$ cat config.mk
export PLATFORM = sky130hd
export DESIGN_NAME = alu_exec_stage
export DESIGN_NICKNAME = d
export VERILOG_FILES = /design/src/rtl/alu_pkg.sv /design/src/rtl/alu_div_iter.sv /design/src/rtl/alu_exec_stage.sv
export SDC_FILE = /design/constraint.sdc
export NUM_CORES = 1
export LEC_CHECK = 0
export CORE_ASPECT_RATIO = 0.8
export CORE_UTILIZATION = 40
export DETAILED_ROUTE_END_ITERATION = 6
export GPL_ROUTABILITY_DRIVEN = 0
export SYNTH_ARGS = -nofsm -noshare
export SYNTH_HDL_FRONTEND = slang
export SYNTH_SLANG_ARGS = --single-unit
export TNS_END_PERCENT = 30
$ cat constraint.sdc
create_clock -name clk -period 4.2 [get_ports clk]
set_input_delay 0.42 -clock clk [delete_from_list [all_inputs] [get_ports clk]]
set_output_delay 0.42 -clock clk [all_outputs]
set_load 0.1 [all_outputs]
$ cat src/rtl/alu_pkg.sv
// Shared opcodes, FSM state encodings and the flag bundle for the ALU execute stage.
package alu_pkg;

  localparam logic [2:0] OP_ADD  = 3'b000;
  localparam logic [2:0] OP_SUB  = 3'b001;
  localparam logic [2:0] OP_AND  = 3'b010;
  localparam logic [2:0] OP_NOT  = 3'b011;
  localparam logic [2:0] OP_MUL  = 3'b100;
  localparam logic [2:0] OP_DIV  = 3'b101;
  localparam logic [2:0] OP_XOR  = 3'b110;
  localparam logic [2:0] OP_RSVD = 3'b111;

  typedef logic [0:0] state_t;
  localparam state_t ST_IDLE = 1'b0;
  localparam state_t ST_DIV  = 1'b1;

  typedef struct packed {
    logic sign;
    logic zero;
    logic carry;
    logic parity;
    logic overflow;
  } alu_flags_t;

endpackage

$ cat src/rtl/alu_div_iter.sv
// Iterative restoring divider: one shift-subtract step per enabled cycle.
module alu_div_iter
  import alu_pkg::*;
#(
  parameter int unsigned WIDTH = 16
) (
  input  logic             clk,
  input  logic             rst_n,
  input  logic             start,
  input  logic             step,
  input  logic [WIDTH-1:0] a,
  input  logic [WIDTH-1:0] b,
  output logic             last_c,
  output logic [WIDTH-1:0] quo_c,
  output logic             dbz
);

  localparam int unsigned CNT_W = $clog2(WIDTH);

  logic [WIDTH-1:0] rem_q, quo_q, b_q;
  logic [CNT_W-1:0] cnt_q;
  logic             dbz_q;
  logic [WIDTH:0]   shifted_c, trial_c;
  logic [WIDTH-1:0] rem_n, quo_n;

  // Next remainder/quotient for one restoring step.
  always_comb begin
    shifted_c = {rem_q, quo_q[WIDTH-1]};
    trial_c   = shifted_c - {1'b0, b_q};
    rem_n     = shifted_c[WIDTH-1:0];
    quo_n     = {quo_q[WIDTH-2:0], 1'b0};
    if (!trial_c[WIDTH]) begin
      rem_n = trial_c[WIDTH-1:0];
      quo_n = {quo_q[WIDTH-2:0], 1'b1};
    end
  end

  // Operand capture on start, then one step per enabled cycle.
  always_ff @(posedge clk or negedge rst_n) begin
    if (!rst_n) begin
      rem_q <= '0;
      quo_q <= '0;
      b_q   <= '0;
      cnt_q <= '0;
      dbz_q <= 1'b0;
    end else if (start) begin
      rem_q <= '0;
      quo_q <= a;
      b_q   <= b;
      cnt_q <= CNT_W'(WIDTH - 1);
      dbz_q <= (b == '0);
    end else if (step) begin
      rem_q <= rem_n;
      quo_q <= quo_n;
      if (cnt_q != '0) cnt_q <= cnt_q - CNT_W'(1);
    end
  end

  assign last_c = (cnt_q == '0);
  assign quo_c  = quo_n;
  assign dbz    = dbz_q;

endmodule

$ cat src/rtl/alu_exec_stage.sv
// Registered ALU execute stage: single-cycle ops, iterative divide, held output slot, sticky overflow.
module alu_exec_stage
  import alu_pkg::*;
#(
  parameter int unsigned WIDTH = 16
) (
  input  logic             clk,
  input  logic             rst_n,
  input  logic             in_valid,
  output logic             in_ready,
  input  logic [2:0]       in_op,
  input  logic [WIDTH-1:0] in_a,
  input  logic [WIDTH-1:0] in_b,
  output logic             out_valid,
  input  logic             out_ready,
  output logic [WIDTH-1:0] out_z,
  output logic             out_sign,
  output logic             out_zero,
  output logic             out_carry,
  output logic             out_parity,
  output logic             out_overflow,
  output logic             sticky_ovf,
  input  logic             clr_sticky,
  output logic             busy
);

  localparam int unsigned PW = 2 * WIDTH;

  state_t           state_q, state_d;
  logic             slot_free, accept;
  logic             load, div_start, div_step;
  logic             div_last, div_dbz;
  logic [WIDTH-1:0] div_quo;
  logic [WIDTH:0]   sum_c, diff_c;
  logic [PW-1:0]    prod_c;
  logic [WIDTH-1:0] z_c;
  logic             carry_c, ovf_c;
  alu_flags_t       flags_c, flags_q;

  assign slot_free = ~out_valid | out_ready;
  assign in_ready  = (state_q == ST_IDLE) & slot_free;
  assign accept    = in_valid & in_ready;
  assign busy      = (state_q == ST_DIV);

  alu_div_iter #(.WIDTH(WIDTH)) u_div (
    .clk    (clk),
    .rst_n  (rst_n),
    .start  (div_start),
    .step   (div_step),
    .a      (in_a),
    .b      (in_b),
    .last_c (div_last),
    .quo_c  (div_quo),
    .dbz    (div_dbz)
  );

  // State register.
  always_ff @(posedge clk or negedge rst_n) begin
    if (!rst_n) state_q <= ST_IDLE;
    else        state_q <= state_d;
  end

  // Next state and datapath control; divide finishes only into a free output slot.
  always_comb begin
    state_d   = state_q;
    load      = 1'b0;
    div_start = 1'b0;
    div_step  = 1'b0;
    case (state_q)
      ST_IDLE: begin
        if (accept) begin
          if (in_op == OP_DIV) begin
            div_start = 1'b1;
            state_d   = ST_DIV;
          end else begin
            load = 1'b1;
          end
        end
      end
      ST_DIV: begin
        if (!div_last) begin
          div_step = 1'b1;
        end else if (slot_free) begin
          div_step = 1'b1;
          load     = 1'b1;
          state_d  = ST_IDLE;
        end
      end
      default: state_d = ST_IDLE;
    endcase
  end

  // Result value, carry and overflow for whichever source loads the slot.
  always_comb begin
    sum_c   = {1'b0, in_a} + {1'b0, in_b};
    diff_c  = {1'b0, in_a} - {1'b0, in_b};
    prod_c  = PW'(in_a) * PW'(in_b);
    z_c     = '0;
    carry_c = 1'b0;
    ovf_c   = 1'b0;
    if (state_q == ST_DIV) begin
      z_c     = div_dbz ? '0 : div_quo;
      carry_c = div_dbz;
    end else begin
      case (in_op)
        OP_ADD: begin
          z_c     = sum_c[WIDTH-1:0];
          carry_c = sum_c[WIDTH];
          ovf_c   = (in_a[WIDTH-1] == in_b[WIDTH-1]) & (sum_c[WIDTH-1] != in_a[WIDTH-1]);
        end
        OP_SUB: begin
          z_c     = diff_c[WIDTH-1:0];
          carry_c = diff_c[WIDTH];
          ovf_c   = (in_a[WIDTH-1] != in_b[WIDTH-1]) & (diff_c[WIDTH-1] != in_a[WIDTH-1]);
        end
        OP_AND: z_c = in_a & in_b;
        OP_NOT: z_c = ~in_a;
        OP_MUL: begin
          z_c     = prod_c[WIDTH-1:0];
          carry_c = |prod_c[PW-1:WIDTH];
        end
        OP_XOR: z_c = in_a ^ in_b;
        default: z_c = '0;
      endcase
    end
    flags_c.sign     = z_c[WIDTH-1];
    flags_c.zero     = ~|z_c;
    flags_c.carry    = carry_c;
    flags_c.parity   = ~^z_c;
    flags_c.overflow = ovf_c;
  end

  // Output slot: load new result, otherwise drain on downstream accept.
  always_ff @(posedge clk or negedge rst_n) begin
    if (!rst_n) begin
      out_valid <= 1'b0;
      out_z     <= '0;
      flags_q   <= '0;
    end else if (load) begin
      out_valid <= 1'b1;
      out_z     <= z_c;
      flags_q   <= flags_c;
    end else if (out_ready) begin
      out_valid <= 1'b0;
    end
  end

  // Sticky overflow; a loading overflow result beats a same-cycle clear.
  always_ff @(posedge clk or negedge rst_n) begin
    if (!rst_n)                        sticky_ovf <= 1'b0;
    else if (load && flags_c.overflow) sticky_ovf <= 1'b1;
    else if (clr_sticky)               sticky_ovf <= 1'b0;
  end

  assign out_sign     = flags_q.sign;
  assign out_zero     = flags_q.zero;
  assign out_carry    = flags_q.carry;
  assign out_parity   = flags_q.parity;
  assign out_overflow = flags_q.overflow;

endmodule
==> impl_metrics.py <==
metrics = {
    "status": {
        "status": "finished with violations",
        "violations": "negative setup slack",
    },
    "logic_synthesis": {
        "synth_flop_cell": "dfrtp_1",
        "ys_seq_elements": 76,
        "ys_seq_area_share_pct": 12.7,
        "synth_top_area_share_pct": 26.4,
        "synth.area.top_cells": "fa_1, ha_1, dfrtp_1, inv_1, nand2_1",
        "syn_area_sq_mm": 0.0149,
        "synth-edff-count": 0,
        "syn_avg_cell_area_sq_um": 8.35,
        "yosysWarningCount": 0,
        "synthCells": 1789,
        "ys_types": 78,
        "synth_top_area_cell": "fa_1",
        "async_flop_share_pct": 100,
        "syn_nets": 2188,
    },
    "worst_hold_path": {
        "worstHoldPathType": "primary input to async pin",
    },
    "timing": {
        "fin_crit_sh_pct": 163,
        "max_slew_margin_pct": 32.3,
        "maxClockFrequency_mhz": 146,
        "final_hold_viol_count": 0,
        "worst_pin_slew_ns": 1.01,
        "skew_ns": 0.00974,
        "rsz0062_at_grt": "true",
        "setup_violations": 14,
        "fin_crit_ns": 6.83,
        "setup_slack_ns": -2.63,
        "slew_violations": 0,
    },
    "clock_tree": {
        "clock_path_buffers": 2,
        "cts_tree": "yes",
        "cts-root-buf": "clkbuf_16",
        "path_clk_slew_ns": 0.07,
        "cts-htree-levels": 3,
        "cts_hold_repair.buffers": 0,
        "numClockSinks": 76,
        "clock_latency_ns": 0.36,
        "cts_buffers": 9,
    },
    "finish": {
        "n_antenna_cell": 0,
        "mostFrequentLayoutCells": "buf_4, inv_1, nand2_1, fa_1, ha_1",
        "drive_above_1_share_pct": 22.8,
        "nets": 2506,
        "syn2layout_area_growth_pct": 30.1,
        "utilization_pct": 53.5,
        "layout_commonest_cell": "buf_4",
    },
    "floorplanning": {
        "initial_core_util_pct": 41.1,
        "die_h_um": 175,
        "die_area_sq_mm": 0.0381,
        "die_w_um": 218,
        "core_sq_mm": 0.0363,
        "io_pins": 65,
        "rows": 62,
    },
    "worst_setup_path": {
        "critical_path_class": "primary input to flip-flop",
        "critPathArrivalTime_ns": 7.06,
        "cp_max_fo": 6,
        "worst_r2r_endpoint": "out_parity",
        "r2r_setup_slack_ns": 0.20,
        "r2r_start": "u_div.quo_q[15]",
        "r2r_cells": 17,
        "cp.required_ns": 4.43,
        "cp-end-kind": "flip-flop",
        "startpoint_type": "primary input",
    },
    "routing": {
        "drc_errors": 0,
        "wl_per_cell_um": 19.0,
        "dr.pass1.iters": 5,
        "via_per_inst": 5.38,
        "wl_met3_mm": 5.14,
        "top_layer": "met5",
        "antenna_left": 0,
        "met2RoutedLength_mm": 21.1,
        "vias": 13900,
        "drt-initial-drc-count": 1245,
        "wl_mm": 49.2,
        "wl_met1_mm": 21.6,
    },
    "global_route": {
        "grt_use_total_pct": 26.5,
        "overflow": 0,
        "grt_pass1_vias": 14300,
        "grt_pass1_wl_mm": 78.0,
        "grt_max_degree": 49,
        "grt_antenna_before_repair": 1,
    },
    "placement": {
        "place_hpwl_mm": 39.1,
        "io_buffers": 64,
    },
    "run": {
        "cap_violations": 0,
    },
}
## worst max-delay path by stage
stage | startpoint | end | slack (ns) | cells after the start
final | in_b[13] | out_carry | -2.63 | 22
after global routing | in_a[15] | out_carry | -2.80 | 25
after CTS | in_a[14] | out_carry | -2.61 | 26
after detailed placement | in_a[4] | out_carry | -3.32 | 24
after global placement | in_a[4] | out_parity | -3.32 | 26
after floorplan | in_b[5] | out_parity | -2.07 | 26
## metal layers
layer	global-route usage, %	vias up
met5	0	-
met4	7.17	2
met3	7.95	89
met2	38.7	522
met1	37.7	6830
li1	-	6499
## critical path, stage by stage
cell             delay, ns
clkdlybuf4s50_1       0.70
nand2_1               0.14
fa_1                  0.59
fa_1                  0.44
fa_1                  0.54
fa_1                  0.45
fa_1                  0.47
fa_1                  0.50
inv_1                 0.04
ha_1                  0.31
buf_4                 0.16
a21oi_2               0.14
and3_4                0.21
buf_4                 0.11
nor2_1                0.07
nor4_4                0.41
o31ai_2               0.14
a211o_1               0.32
a211o_1               0.29
a2111oi_4             0.32
buf_4                 0.19
a211oi_1              0.07
## stage by stage
step / cell area, sq um / TNS (ns) / hold WS (ns) / worst slack (ns) / instances
finish: 19400 / -19.69 / 0.0700 / -2.63 / 2592
floorplan: 15100 / -13.29 / 0.124 / -2.07 / 1789
detailed placement: 18300 / -30.52 / 0.471 / -3.32 / 2526
CTS: 19100 / -20.97 / 0.119 / -2.61 / 2586
global route: 19400 / -22.28 / 0.136 / -2.80 / 2592
global placement: 18300 / -30.70 / 0.464 / -3.32 / 2526
## cell families after synthesis
group | Yosys count | synth area share, %
and+or+nand+nor | 561 | 17.4
buffers and inverters | 367 | 9.43
adders and majority gates | 359 | 40.0
AOI/OAI and AO/OA | 342 | 15.1
DFF | 76 | 12.7
xor gates and xnor gates | 56 | 3.28
muxes | 28 | 1.98
## cell usage after synthesis, types with 25 or more instances
master / number
o22ai_1: 25
inv_1: 277
fa_1: 197
nor2_1: 108
clkbuf_1: 73
nand2_1: 243
xnor2_1: 42
a21oi_1: 64
and2_1: 100
a21o_1: 25
o21ai_0: 90
mux2i_1: 25
ha_1: 162
dfrtp_1: 76
## registers in the layout (all words and copies together), names as in the netlist
signal and count:
out_z 16, u_div.b_q 16, u_div.quo_q 16, u_div.rem_q 16, u_div.cnt_q 4, busy 1
out_carry 1, out_overflow 1, out_parity 1, out_valid 1, out_zero 1, sticky_ovf 1
u_div.dbz 1
## cell type report
| cell class | count | area [sq um] |
|---|---|---|
| fill | 3284 | 16900 |
| multi-input combinational | 1346 | 12100 |
| timing repair buffer | 394 | 3460 |
| sequential | 76 | 1900 |
| inverter | 280 | 1050 |
| tap | 480 | 601 |
| clock buffer | 10 | 229 |
| clock inverter | 6 | 65.1 |
## what timing repair did
| item | in CTS | in global routing |
|---|---|---|
| resized for setup | 106 | 89 |
| gates cloned | 1 | 1 |
| setup buffers | 44 | 8 |
| pin swaps | 37 | 46 |
| setup endpoints to repair | 15 | 15 |
Power is not shown: default switching activity piles up to over one toggle a cycle in this logic, so the estimate is an artifact.
